===== config.mk =====
export PLATFORM = sky130hd
export DESIGN_NAME = operand_extend_pipe_flat
export DESIGN_NICKNAME = d
export VERILOG_FILES = /design/src/rtl/operand_extend_pipe_if.sv /design/src/rtl/operand_extend_pipe.sv /design/src/flat_wrapper.sv
export SDC_FILE = /design/constraint.sdc
export NUM_CORES = 1
export LEC_CHECK = 0
export ABC_AREA = 1
export BUFFER_PORTS_ARGS = -buffer_cell sky130_fd_sc_hd__buf_2
export CELL_PAD_IN_SITES_DETAIL_PLACEMENT = 0
export CELL_PAD_IN_SITES_GLOBAL_PLACEMENT = 1
export CORE_ASPECT_RATIO = 1.1
export CORE_MARGIN = 2
export CORE_UTILIZATION = 36
export DETAILED_ROUTE_END_ITERATION = 10
export HOLD_SLACK_MARGIN = 0.1
export PLACE_DENSITY_LB_ADDON = 0.05
export SYNTH_ARGS = -nofsm -noshare
export SYNTH_HDL_FRONTEND = slang
export SYNTH_SLANG_ARGS = --single-unit

===== constraint.sdc =====
create_clock -name clk -period 1.6 [get_ports clk]
set_clock_uncertainty 0.05 [all_clocks]
set_input_delay 0.08 -clock clk [delete_from_list [all_inputs] [get_ports clk]]
set_output_delay 0.08 -clock clk [all_outputs]
set_load 0.005 [all_outputs]

===== src/rtl/operand_extend_pipe_if.sv =====
// operand_extend_pipe_if: valid/ready handshake bundle for the operand extender
//   in_valid/in_ready/in_data/in_fw/in_sext : request side (field, width, sign mode)
//   out_valid/out_ready/out_data/out_err    : result side (extended value, illegal-width flag)
//   master : producer/consumer side (testbench or decode stage)
//   slave  : the extender itself
interface operand_extend_pipe_if #(
   parameter int IN_W  = 9,
   parameter int OUT_W = 16
);
   localparam int FW_W = $clog2(IN_W + 1);
   logic             in_valid;
   logic             in_ready;
   logic [IN_W-1:0]  in_data;
   logic [FW_W-1:0]  in_fw;
   logic             in_sext;
   logic             out_valid;
   logic             out_ready;
   logic [OUT_W-1:0] out_data;
   logic             out_err;
   modport master (
      output in_valid, in_data, in_fw, in_sext, out_ready,
      input  in_ready, out_valid, out_data, out_err
   );
   modport slave (
      input  in_valid, in_data, in_fw, in_sext, out_ready,
      output in_ready, out_valid, out_data, out_err
   );
endinterface


===== src/rtl/operand_extend_pipe.sv =====
// operand_extend_pipe: per-transaction-width sign/zero extender with 2-entry output FIFO
//   clk      : rising-edge clock
//   rst_b    : asynchronous active-low reset
//   bus      : slave side of the request/result handshake bundle
//   conv_cnt : wrap-around count of accepted conversions
module operand_extend_pipe #(
   parameter int IN_W  = 9,
   parameter int OUT_W = 16,
   parameter int CNT_W = 8
) (
   input  logic                 clk,
   input  logic                 rst_b,
   operand_extend_pipe_if.slave bus,
   output logic [CNT_W-1:0]     conv_cnt
);
   localparam int FW_W = $clog2(IN_W + 1);
   logic [1:0]       count_q, count_d;
   logic [OUT_W:0]   head_q, head_d, tail_q, tail_d;
   logic [CNT_W-1:0] conv_q, conv_d;
   logic             push, pop, illegal, sign;
   logic [FW_W-1:0]  fw, msb;
   logic [OUT_W-1:0] dz, mask, ext;
   logic [OUT_W:0]   entry;
   assign illegal = (bus.in_fw == '0) || (int'(bus.in_fw) > IN_W);
   assign fw      = illegal ? FW_W'(IN_W) : bus.in_fw;
   assign msb     = fw - FW_W'(1);
   assign dz      = OUT_W'(bus.in_data);
   assign mask    = ~({OUT_W{1'b1}} << fw);
   assign sign    = bus.in_sext & dz[msb];
   assign ext     = (dz & mask) | (sign ? ~mask : '0);
   assign entry   = {illegal, ext};
   // in_ready depends only on registered count (and reset), never on out_ready
   assign bus.in_ready  = rst_b && (count_q != 2'd2);
   assign bus.out_valid = (count_q != 2'd0);
   assign bus.out_data  = head_q[OUT_W-1:0];
   assign bus.out_err   = head_q[OUT_W];
   assign conv_cnt      = conv_q;
   assign push = bus.in_valid & bus.in_ready;
   assign pop  = bus.out_valid & bus.out_ready;
   // head/tail shift structure: new entry goes to head when head is free (or being popped)
   always_comb begin
      count_d = count_q + {1'b0, push} - {1'b0, pop};
      conv_d  = conv_q + CNT_W'(push);
      head_d  = (pop && count_q == 2'd2) ? tail_q :
                (push && (count_q == 2'd0 || (count_q == 2'd1 && pop))) ? entry : head_q;
      tail_d  = (push && count_q == 2'd1 && !pop) ? entry : tail_q;
   end
   always_ff @(posedge clk or negedge rst_b) begin
      if (!rst_b) begin
         count_q <= '0;
         head_q  <= '0;
         tail_q  <= '0;
         conv_q  <= '0;
      end else begin
         count_q <= count_d;
         head_q  <= head_d;
         tail_q  <= tail_d;
         conv_q  <= conv_d;
      end
   end
endmodule


===== src/flat_wrapper.sv =====
// flat-port wrapper written by rule: the top's interface ports become plain ports
module operand_extend_pipe_flat 
#(
   parameter int IN_W  = 9,
   parameter int OUT_W = 16,
   parameter int CNT_W = 8
)
  (clk, rst_b, conv_cnt, bus_in_valid, bus_in_data, bus_in_fw, bus_in_sext, bus_out_ready, bus_in_ready, bus_out_valid, bus_out_data, bus_out_err);
  operand_extend_pipe_if #(.IN_W(IN_W), .OUT_W(OUT_W)) bus_i ();
  input  logic clk;
  input  logic rst_b;
  output logic [CNT_W-1:0] conv_cnt;
  input wire logic [$bits(bus_i.in_valid)-1:0] bus_in_valid;
  input wire logic [$bits(bus_i.in_data)-1:0] bus_in_data;
  input wire logic [$bits(bus_i.in_fw)-1:0] bus_in_fw;
  input wire logic [$bits(bus_i.in_sext)-1:0] bus_in_sext;
  input wire logic [$bits(bus_i.out_ready)-1:0] bus_out_ready;
  output wire logic [$bits(bus_i.in_ready)-1:0] bus_in_ready;
  output wire logic [$bits(bus_i.out_valid)-1:0] bus_out_valid;
  output wire logic [$bits(bus_i.out_data)-1:0] bus_out_data;
  output wire logic [$bits(bus_i.out_err)-1:0] bus_out_err;
  assign bus_i.in_valid = bus_in_valid;
  assign bus_i.in_data = bus_in_data;
  assign bus_i.in_fw = bus_in_fw;
  assign bus_i.in_sext = bus_in_sext;
  assign bus_i.out_ready = bus_out_ready;
  assign bus_in_ready = bus_i.in_ready;
  assign bus_out_valid = bus_i.out_valid;
  assign bus_out_data = bus_i.out_data;
  assign bus_out_err = bus_i.out_err;
  operand_extend_pipe #(.IN_W(IN_W), .OUT_W(OUT_W), .CNT_W(CNT_W)) u_core (.clk(clk), .rst_b(rst_b), .bus(bus_i), .conv_cnt(conv_cnt));
endmodule

==> impl_metrics.yaml, run 1 <==
outcome:
  status: "finished, violations left"
  violations: "negative setup slack"
setup_path:
  endpoint_kind: "flip-flop"
  rr_startpoint: "u_core.count_q[1]"
  critical_path.startpoint: "u_core.count_q[1]"
  critPathMostFrequentCell: "inv_1"
  path_delay_family: "adder cells"
  crit_fanout: 2
  cp.arrival_ns: 1.76
  slowest_delay_ns: 0.40
  crit_type: "reg -> reg"
  critical-path-slowest-cell: "dfrtp_1"
  cp_num_buf_inv: 4
  cp-start-kind: "flip-flop"
  crit_required_ns: 1.74
  crit_path_cell_trace: "inv_2 > buf_6 > nand2_2 > nand2_1 > inv_1 > ha_1 > inv_1 > ha_2 > xnor2_2 > xor2_1"
cts:
  htreeDepth: 2
  clock-root-buffer: "clkbuf_8"
  cts_tree: "done"
  cts.reportedPaths.clkPinSlew_ns: 0.09
  clock_path_buffers: 2
  clock_latency_ns: 0.30
  clock_sink_count: 44
  numCtsBuffers: 5
logic_synthesis:
  synth_edf_count: 0
  yosys.area.top_type: "dfrtp_1"
  ys_async_sr_fraction: 1.00
  yosysWarningCount: 0
  ys_top_cells_by_area: "dfrtp_1 (46%), nand2_1 (19%), nand3_1 (8.0%)"
  netlist_instances: 301
  synth-seq-area-share: 0.464
  yosysMostFrequentCell: "nand2_1"
  synthFlopType: "dfrtp_1"
  netlist_area_um2: 2370
  ys_ff_latch: 44
  synth_top_area_share: 0.464
  ys_top_cells_by_count: "nand2_1 (118), dfrtp_1 (44), nand3_1 (38), inv_1 (34), nand3_2 (10)"
  syn-num-nets: 324
  synth.distinct_cells: 28
  synth.avg_cell_area_um2: 7.88
global_routing:
  grt_usage: 0.169
  overflow: 0
  grt_pass1_wl_um: 9320
  grt_pass1_vias: 1991
  antenna_found_initial: 0
  grt_max_degree: 45
finish:
  n_antenna_cell: 0
  area_delta_synth_final_pct: 43.5
  fillers: 640
  nets: 409
  drive_above_1_share: 0.413
  utilization: 0.526
  fin_area_um2: 3400
floorplanning:
  initial_utilization: 0.366
  die_w_um: 81.4
  die-area_um2: 7260
  num_rows: 31
  core_um2: 6480
  ios: 45
  die_h_um: 89.1
drt:
  vias_per_cell: 4.67
  drc: 0
  wire_per_inst_um: 12.7
  num_vias: 2188
  routed_wl_um: 5970
  drt-initial-drc-count: 87
  postRouteAntennaNets: 0
  dr.pass1.iters: 4
sta:
  setup_viol: 9
  finalCriticalPeriod_ns: 1.62
  worst_hold_slack_ns: 0.102
  fmax_mhz: 616
  rsz0062_at_grt: "true"
  worst_slew_pin_slew_ns: 0.565
  finalMaxSlewViolations: 0
  slew_headroom: 0.623
  hold_viol: 0
  fin_tns_setup_ns: -0.0730
  timing.final.ws_setup_ns: -0.0236
  min_period_over_period: 1.01
hold_path:
  worstHoldStart: "bus_in_data[3]"
  hold_path.class: "in -> reg"
placement:
  dpl_cell_area_um2: 2940
  place_congestion: 0.764
  io_buffers: 44
  dpl.hpwl_um: 4100
flow_run:
  cap_violations: 0
pwr:
  cellPowerDensity_nw_per_um2: 1290
  irDropWorstVdd_mv: 0.573
  p_leak_nw: 1.85
  total_power_mw: 4.39
==> registers in the layout (all words and copies together) (netlist names) <==
register / count
u_core.count_q: 2
u_core.tail_q: 17
u_core.conv_cnt: 8
u_core.head_q: 17
==> metal layers <==
layer | wire [µm] | global-route usage | vias up
met5 | 0 | 0 | -
met4 | 57 | 0.0462 | 0
met3 | 170 | 0.0313 | 4
met2 | 3100 | 0.297 | 37
met1 | 2640 | 0.211 | 1029
li1 | - | - | 1118
==> where the power goes <==
group / switching, mW / internal, mW / leakage, nW / total (mW)
Sequential: 0.295 / 1.55 / 0.569 / 1.84
Clock: 0.385 / 0.351 / 0.0445 / 0.737
Combinational: 0.953 / 0.855 / 1.24 / 1.81
==> area by class of cell <==
type	instances	area (µm²)	area share
Clock inverter	1	7.51	0.00221
Tap cell	82	103	0.0301
Clock buffer	7	86.3	0.0254
Timing Repair Buffer	80	551	0.162
Inverter	40	174	0.0511
Multi-Input combinational cell	212	1360	0.401
Timing Repair inverter	3	18.8	0.00551
Sequential cell	44	1100	0.323
==> stage by stage <==
| stage | setup WS (ns) | std cells |
|---|---|---|
| floorplan | -0.0966 | 301 |
| global placement | -0.261 | 448 |
| detailed placement | -0.277 | 448 |
| CTS | -0.0639 | 460 |
| global route | -0.121 | 469 |
| finish | -0.0236 | 469 |
==> placed cells by master (no fill, tap or decap), drive strengths merged <==
cell type,count
a21oi,3
and3,1
buf,75
clkbuf,7
clkinv,2
clkinvlp,2
dfrtp,44
dlygate4sd3,5
ha,5
inv,40
nand2,126
nand3,50
nand4,1
nor2,10
nor3,2
o211ai,1
o21ai,5
xnor2,4
xor2,4
==> cell families (layout without fill, tap and decap cells) <==
group	Yosys count	in the layout	synth area share
AND/OR/NAND/NOR	189	190	0.382
buffers and inverters	46	131	0.0759
flip-flops	44	44	0.464
AO/OA/AOI/OAI	9	9	0.0216
XOR/XNOR	8	8	0.0295
adder cells (fa/ha/maj)	5	5	0.0264
==> final timing paths <==
check                                     end  slack (ns)  depth (start not counted)
setup reg to reg            u_core.count_q[1]       -0.02                         10
hold / removal               u_core.tail_q[3]        0.10                          5
min in group asynchronous   u_core.head_q[12]        0.39                          3
setup / recovery            u_core.count_q[1]       -0.02                         10
max in group asynchronous    u_core.tail_q[3]        0.72                          3
hold reg to reg            u_core.conv_cnt[7]        0.42                          1
==> worst min-delay path: stages <==
cell and delay [ns]:
buf_2 0.11, nand2_1 0.07, nand2_2 0.07, nand2_1 0.04
nand2_1 0.05
==> timing repair <==
action,4_1_cts,5_1_grt
buffers inserted,0,4
endpoints found under the setup margin,37,40
cloned,0,4
resized for setup,5,63
pin swaps,2,21
hold endpoints to repair,48,1
hold buffers,4,1
Note: power is estimated with default switching activity, not from simulation.
==> run 2: changes to the inputs <==
CELL_PAD_IN_SITES_DETAIL_PLACEMENT = not set   (was 0)
CELL_PAD_IN_SITES_GLOBAL_PLACEMENT = not set   (was 1)
CORE_MARGIN = 4   (was 2)
CORE_UTILIZATION = 50   (was 36)
==> run 2 against run 1 <==
Net effect: critical path depth grew 6; clock power increased by 20%; final area fell by 4.5%; first-iteration DRC count is 16% higher; register-to-register slack improved by 0.06 ns; the flow still finishes with violations (negative setup slack); final cell count fell by 6.2%; worst hold slack lost 0.0029 ns.
==> impl_metrics.yaml, run 2 (same netlist as run 1, synthesis figures left out) <==
outcome:
  status: "finished, violations left"
  violations: "negative setup slack"
finish:
  utilization: 0.704
  mostFrequentLayoutCells: "nand2_1 (110), dfrtp_1 (44), buf_2 (41)"
  drive_above_1_share: 0.372
  n_antenna_cell: 0
  nets: 406
  area_delta_synth_final_pct: 37.1
  layout_commonest_cell: "nand2_1"
setup_path:
  critical-path-slowest-cell: "ha_4"
  endpoint_kind: "flip-flop"
  critPathMostFrequentCell: "nand2_2"
  r2r_setup_slack_ns: 0.04
  crit_type: "in -> reg"
  reg2reg_depth: 11
  rr_startpoint: "u_core.count_q[1]"
  slowest_delay_ns: 0.24
  crit_required_ns: 1.75
  crit_path_cell_trace: "buf_8 > clkinvlp_4 > nand2_2 > nand2_2 > nand2_4 > buf_6 > nand2_4 > inv_4 > ha_4 > and3_4 > o21ai_4 > clkinvlp_4 > nand3_2 > nand2_2 > nand2_1 > nand2_1"
  crit_fanout: 5
  timing.rr.end: "u_core.head_q[3]"
  cp.arrival_ns: 1.77
  cp-start-kind: "input pin"
cts:
  numCtsBuffers: 5
  clock_latency_ns: 0.29
  clock_sink_count: 44
  htreeDepth: 2
  clock-root-buffer: "clkbuf_8"
  clock_path_buffers: 2
  cts_tree: "done"
  cts.reportedPaths.clkPinSlew_ns: 0.08
global_routing:
  grt_pass1_vias: 2055
  grt_max_degree: 45
  grt_pass1_wl_um: 9170
  grt_usage: 0.198
  overflow: 0
  antenna_found_initial: 0
floorplanning:
  core_um2: 4620
  initial_utilization: 0.514
  num_rows: 26
  ios: 45
  die-area_um2: 5910
  die_h_um: 80.2
  die_w_um: 73.7
sta:
  worst_hold_slack_ns: 0.0993
  worst_slew_pin_slew_ns: 0.543
  slew_headroom: 0.638
  finalMaxSlewViolations: 0
  fin_tns_setup_ns: -0.102
  timing.final.ws_setup_ns: -0.0260
  finalCriticalPeriod_ns: 1.63
  min_period_over_period: 1.02
  hold_viol: 0
  rsz0062_at_grt: "true"
  fmax_mhz: 615
  setup_viol: 6
pwr:
  cellPowerDensity_nw_per_um2: 1340
  p_leak_nw: 1.83
  irDropWorstVdd_mv: 0.752
  total_power_mw: 4.35
drt:
  num_vias: 2155
  dr.pass1.iters: 4
  drc: 0
  wire_per_inst_um: 12.5
  vias_per_cell: 4.90
  routed_wl_um: 5510
  drt-initial-drc-count: 101
  postRouteAntennaNets: 0
hold_path:
  min_to: "u_core.head_q[8]"
  min_path_cells: 5
  worstHoldStart: "bus_in_data[8]"
  hold_path.class: "in -> reg"
placement:
  dpl.hpwl_um: 3860
  io_buffers: 44
  place_congestion: 0.842
flow_run:
  cap_violations: 0
-- run 2: report_power, final --
part           total, mW  switching, mW  internal [mW]
registers           1.84          0.293           1.55
logic               1.62          0.869          0.755
clock network      0.887          0.377          0.511
total               4.35           1.54           2.81
-- run 2: routing by layer --
layer,part of all wire,GRT usage,routed length (µm)
met4,0.015,0.0688,85
met1,0.44,0.252,2430
met3,0.042,0.0313,233
met2,0.50,0.335,2760
met5,0,0,0
-- run 2: layout make-up --
class | instances | area [µm²]
fill | 387 | 1370
multi-input combinational | 212 | 1270
sequential | 44 | 1100
timing repair buffer | 79 | 519
inverter | 40 | 166
clock buffer | 6 | 82.6
tap | 56 | 70.1
clock inverter | 2 | 38.8
timing repair inverter | 1 | 7.51
-- run 2: how the worst max path moves through the flow --
stage / startpoint / endpoint / slack [ns] / depth (start not counted)
finish: bus_in_fw[3] / u_core.head_q[6] / -0.03 / 16
detailed placement: bus_in_fw[3] / u_core.head_q[14] / -0.28 / 17
global route: bus_in_fw[3] / u_core.tail_q[6] / -0.13 / 16
floorplan: bus_in_fw[3] / u_core.head_q[10] / -0.1 / 15
global placement: bus_in_fw[3] / u_core.head_q[14] / -0.23 / 17
CTS: u_core.count_q[1] / u_core.conv_cnt[7] / 0.01 / 10
-- run 2: timing repair --
item                                    CTS  global route
hold buffers                              7             0
endpoints found under the hold margin    53             0
buffers inserted                          0             2
resized for setup                         5            30
pin swaps                                 0            18
gates cloned                              0             2
endpoints found under the setup margin   29            38
-- run 2: stage by stage --
| stage | std cells | setup slack (ns) | instance area [µm²] |
|---|---|---|---|
| after floorplan | 301 | -0.0966 | 2440 |
| after global routing | 440 | -0.125 | 3250 |
| after global placement | 421 | -0.232 | 2900 |
| after CTS | 436 | 0.00958 | 3110 |
| final | 440 | -0.0260 | 3250 |
| after detailed placement | 421 | -0.280 | 2900 |
-- run 2: worst max-delay path, delay by kind of cell --
kind            cells  cell delay [ns]
simple gates        9             0.72
buf+inv             5             0.56
fa+ha+maj           1             0.24
compound gates      1             0.16
==> run 3: changes to the inputs <==
MAX_ROUTING_LAYER = met4   (was not set)
==> run 3 against run 2 <==
Net effect: the run still ends with negative setup slack left; utilization is the same; flip-flop and latch count is the same; sequential power is essentially flat; worst hold slack gained 0.00066 ns; final area is the same; count of clock-buffer cells in the layout is the same; sequential share of layout area is the same; critical path depth is the same; final cell count is the same; critical path type unchanged; largest cell class unchanged; highest routed layer unchanged.
==> impl_metrics.yaml, run 3 (same netlist as run 1, synthesis figures left out) <==
outcome:
  status: "finished, violations left"
  violations: "negative setup slack"
floorplanning:
  initial_utilization: 0.514
  die_w_um: 73.7
  die-area_um2: 5910
  die_h_um: 80.2
  ios: 45
  num_rows: 26
  core_um2: 4620
placement:
  place_congestion: 0.855
  place_ws_ns: -0.280
  io_buffers: 44
  dpl.hpwl_um: 3860
setup_path:
  cp-start-kind: "input pin"
  crit_path_cell_trace: "buf_8 > clkinvlp_4 > nand2_2 > nand2_2 > nand2_4 > buf_6 > nand2_4 > inv_4 > ha_4 > and3_4 > o21ai_4 > clkinvlp_4 > nand3_2 > nand2_2 > nand2_1 > nand2_1"
  crit_required_ns: 1.75
  cp.arrival_ns: 1.77
  endpoint_kind: "flip-flop"
  critical-path-slowest-cell: "ha_4"
  critical_path.startpoint: "bus_in_fw[3]"
  rr_startpoint: "u_core.count_q[1]"
  slowest_delay_ns: 0.24
  crit_end: "u_core.head_q[6]"
  r2r_setup_slack_ns: 0.04
  crit_fanout: 5
  crit_type: "in -> reg"
  critPathMostFrequentCell: "nand2_2"
  reg2reg_depth: 11
  timing.rr.end: "u_core.head_q[3]"
cts:
  clock_latency_ns: 0.29
  clock-root-buffer: "clkbuf_8"
  numCtsBuffers: 5
  clock_path_buffers: 2
  htreeDepth: 2
  cts.reportedPaths.clkPinSlew_ns: 0.08
  cts_tree: "done"
  clock_sink_count: 44
sta:
  finalMaxSlewViolations: 0
  setup_viol: 6
  fmax_mhz: 615
  worst_slew_pin_slew_ns: 0.545
  finalCriticalPeriod_ns: 1.63
  rsz0062_at_grt: "true"
  timing.final.ws_setup_ns: -0.0267
  hold_viol: 0
  min_period_over_period: 1.02
  slew_headroom: 0.637
  worst_hold_slack_ns: 0.0999
finish:
  drive_above_1_share: 0.372
  area_delta_synth_final_pct: 37.1
  fillers: 387
  nets: 406
  n_antenna_cell: 0
  mostFrequentLayoutCells: "nand2_1 (110), dfrtp_1 (44), buf_2 (41)"
  layout_commonest_cell: "nand2_1"
global_routing:
  grt_max_degree: 45
  grt_pass1_vias: 2059
  grt_pass1_wl_um: 9180
  antenna_found_initial: 0
  overflow: 0
  grt_usage: 0.203
drt:
  drt-met1-wl_um: 2440
  vias_per_cell: 4.89
  wire_per_inst_um: 12.5
  top_layer: "met4"
  dr.pass1.iters: 4
  routed_wl_um: 5510
  num_vias: 2153
  drc: 0
  postRouteAntennaNets: 0
  wl_met3_um: 224
  drt-initial-drc-count: 92
  met2WireLength_um: 2760
pwr:
  cellPowerDensity_nw_per_um2: 1340
  p_leak_nw: 1.83
  irDropWorstVdd_mv: 0.752
  total_power_mw: 4.35
hold_path:
  hold_path.class: "in -> reg"
flow_run:
  cap_violations: 0
-- run 3: area by class of cell --
cell class                      instances  area [µm²]  share of cell area
Inverter                               40         166              0.0512
Clock inverter                          2        38.8              0.0119
Timing Repair inverter                  1        7.51             0.00231
Multi-Input combinational cell        212        1270               0.389
Clock buffer                            6        82.6              0.0254
Tap cell                               56        70.1              0.0215
Sequential cell                        44        1100               0.339
Timing Repair Buffer                   79         519               0.160
-- run 3: worst min path at each step --
stage / slack, ns / to / depth (start not counted) / start
floorplan: -0.27 / u_core.conv_cnt[0] / 0 / rst_b
global placement: 0.21 / u_core.head_q[10] / 2 / rst_b
detailed placement: 0.22 / u_core.head_q[10] / 2 / rst_b
CTS: 0.11 / u_core.head_q[8] / 5 / bus_in_data[8]
global route: 0.12 / u_core.head_q[8] / 5 / bus_in_data[8]
finish: 0.1 / u_core.head_q[8] / 5 / bus_in_data[8]
-- run 3: metrics by stage --
step	instances	area [µm²]	setup TNS [ns]	util
after detailed placement	421	2900	-8.06	0.628
after global routing	440	3250	-2.23	0.704
final	440	3250	-0.102	0.704
after floorplan	301	2440	-2.29	-
after global placement	421	2900	-6.44	0.628
after CTS	436	3110	0	0.673
-- run 3: report_power, final --
group / internal (mW) / switching (mW)
combinational: 0.755 / 0.868
sequential: 1.55 / 0.293
clock: 0.511 / 0.377
total: 2.81 / 1.54
-- run 3: worst max-delay path, delay by kind of cell --
kind | cells | cell delay, ns
buffers and inverters | 5 | 0.56
AND/OR/NAND/NOR | 9 | 0.72
adder cells (fa/ha/maj) | 1 | 0.24
AO/OA/AOI/OAI | 1 | 0.16
-- run 3: metal layers --
| metal | up-vias | GRT usage |
|---|---|---|
| met5 | - | - |
| met4 | 0 | 0.0688 |
| met3 | 9 | 0.0300 |
| met2 | 43 | 0.336 |
| met1 | 998 | 0.252 |
| li1 | 1103 | - |
-- run 3: timing repair --
| item | CTS | global route |
|---|---|---|
| gates resized for setup | 5 | 30 |
| buffers inserted | 0 | 2 |
| setup endpoints to repair | 29 | 38 |
| endpoints found under the hold margin | 53 | 0 |
| cloned | 0 | 2 |
| hold buffers | 7 | 0 |
| pin swaps | 0 | 18 |
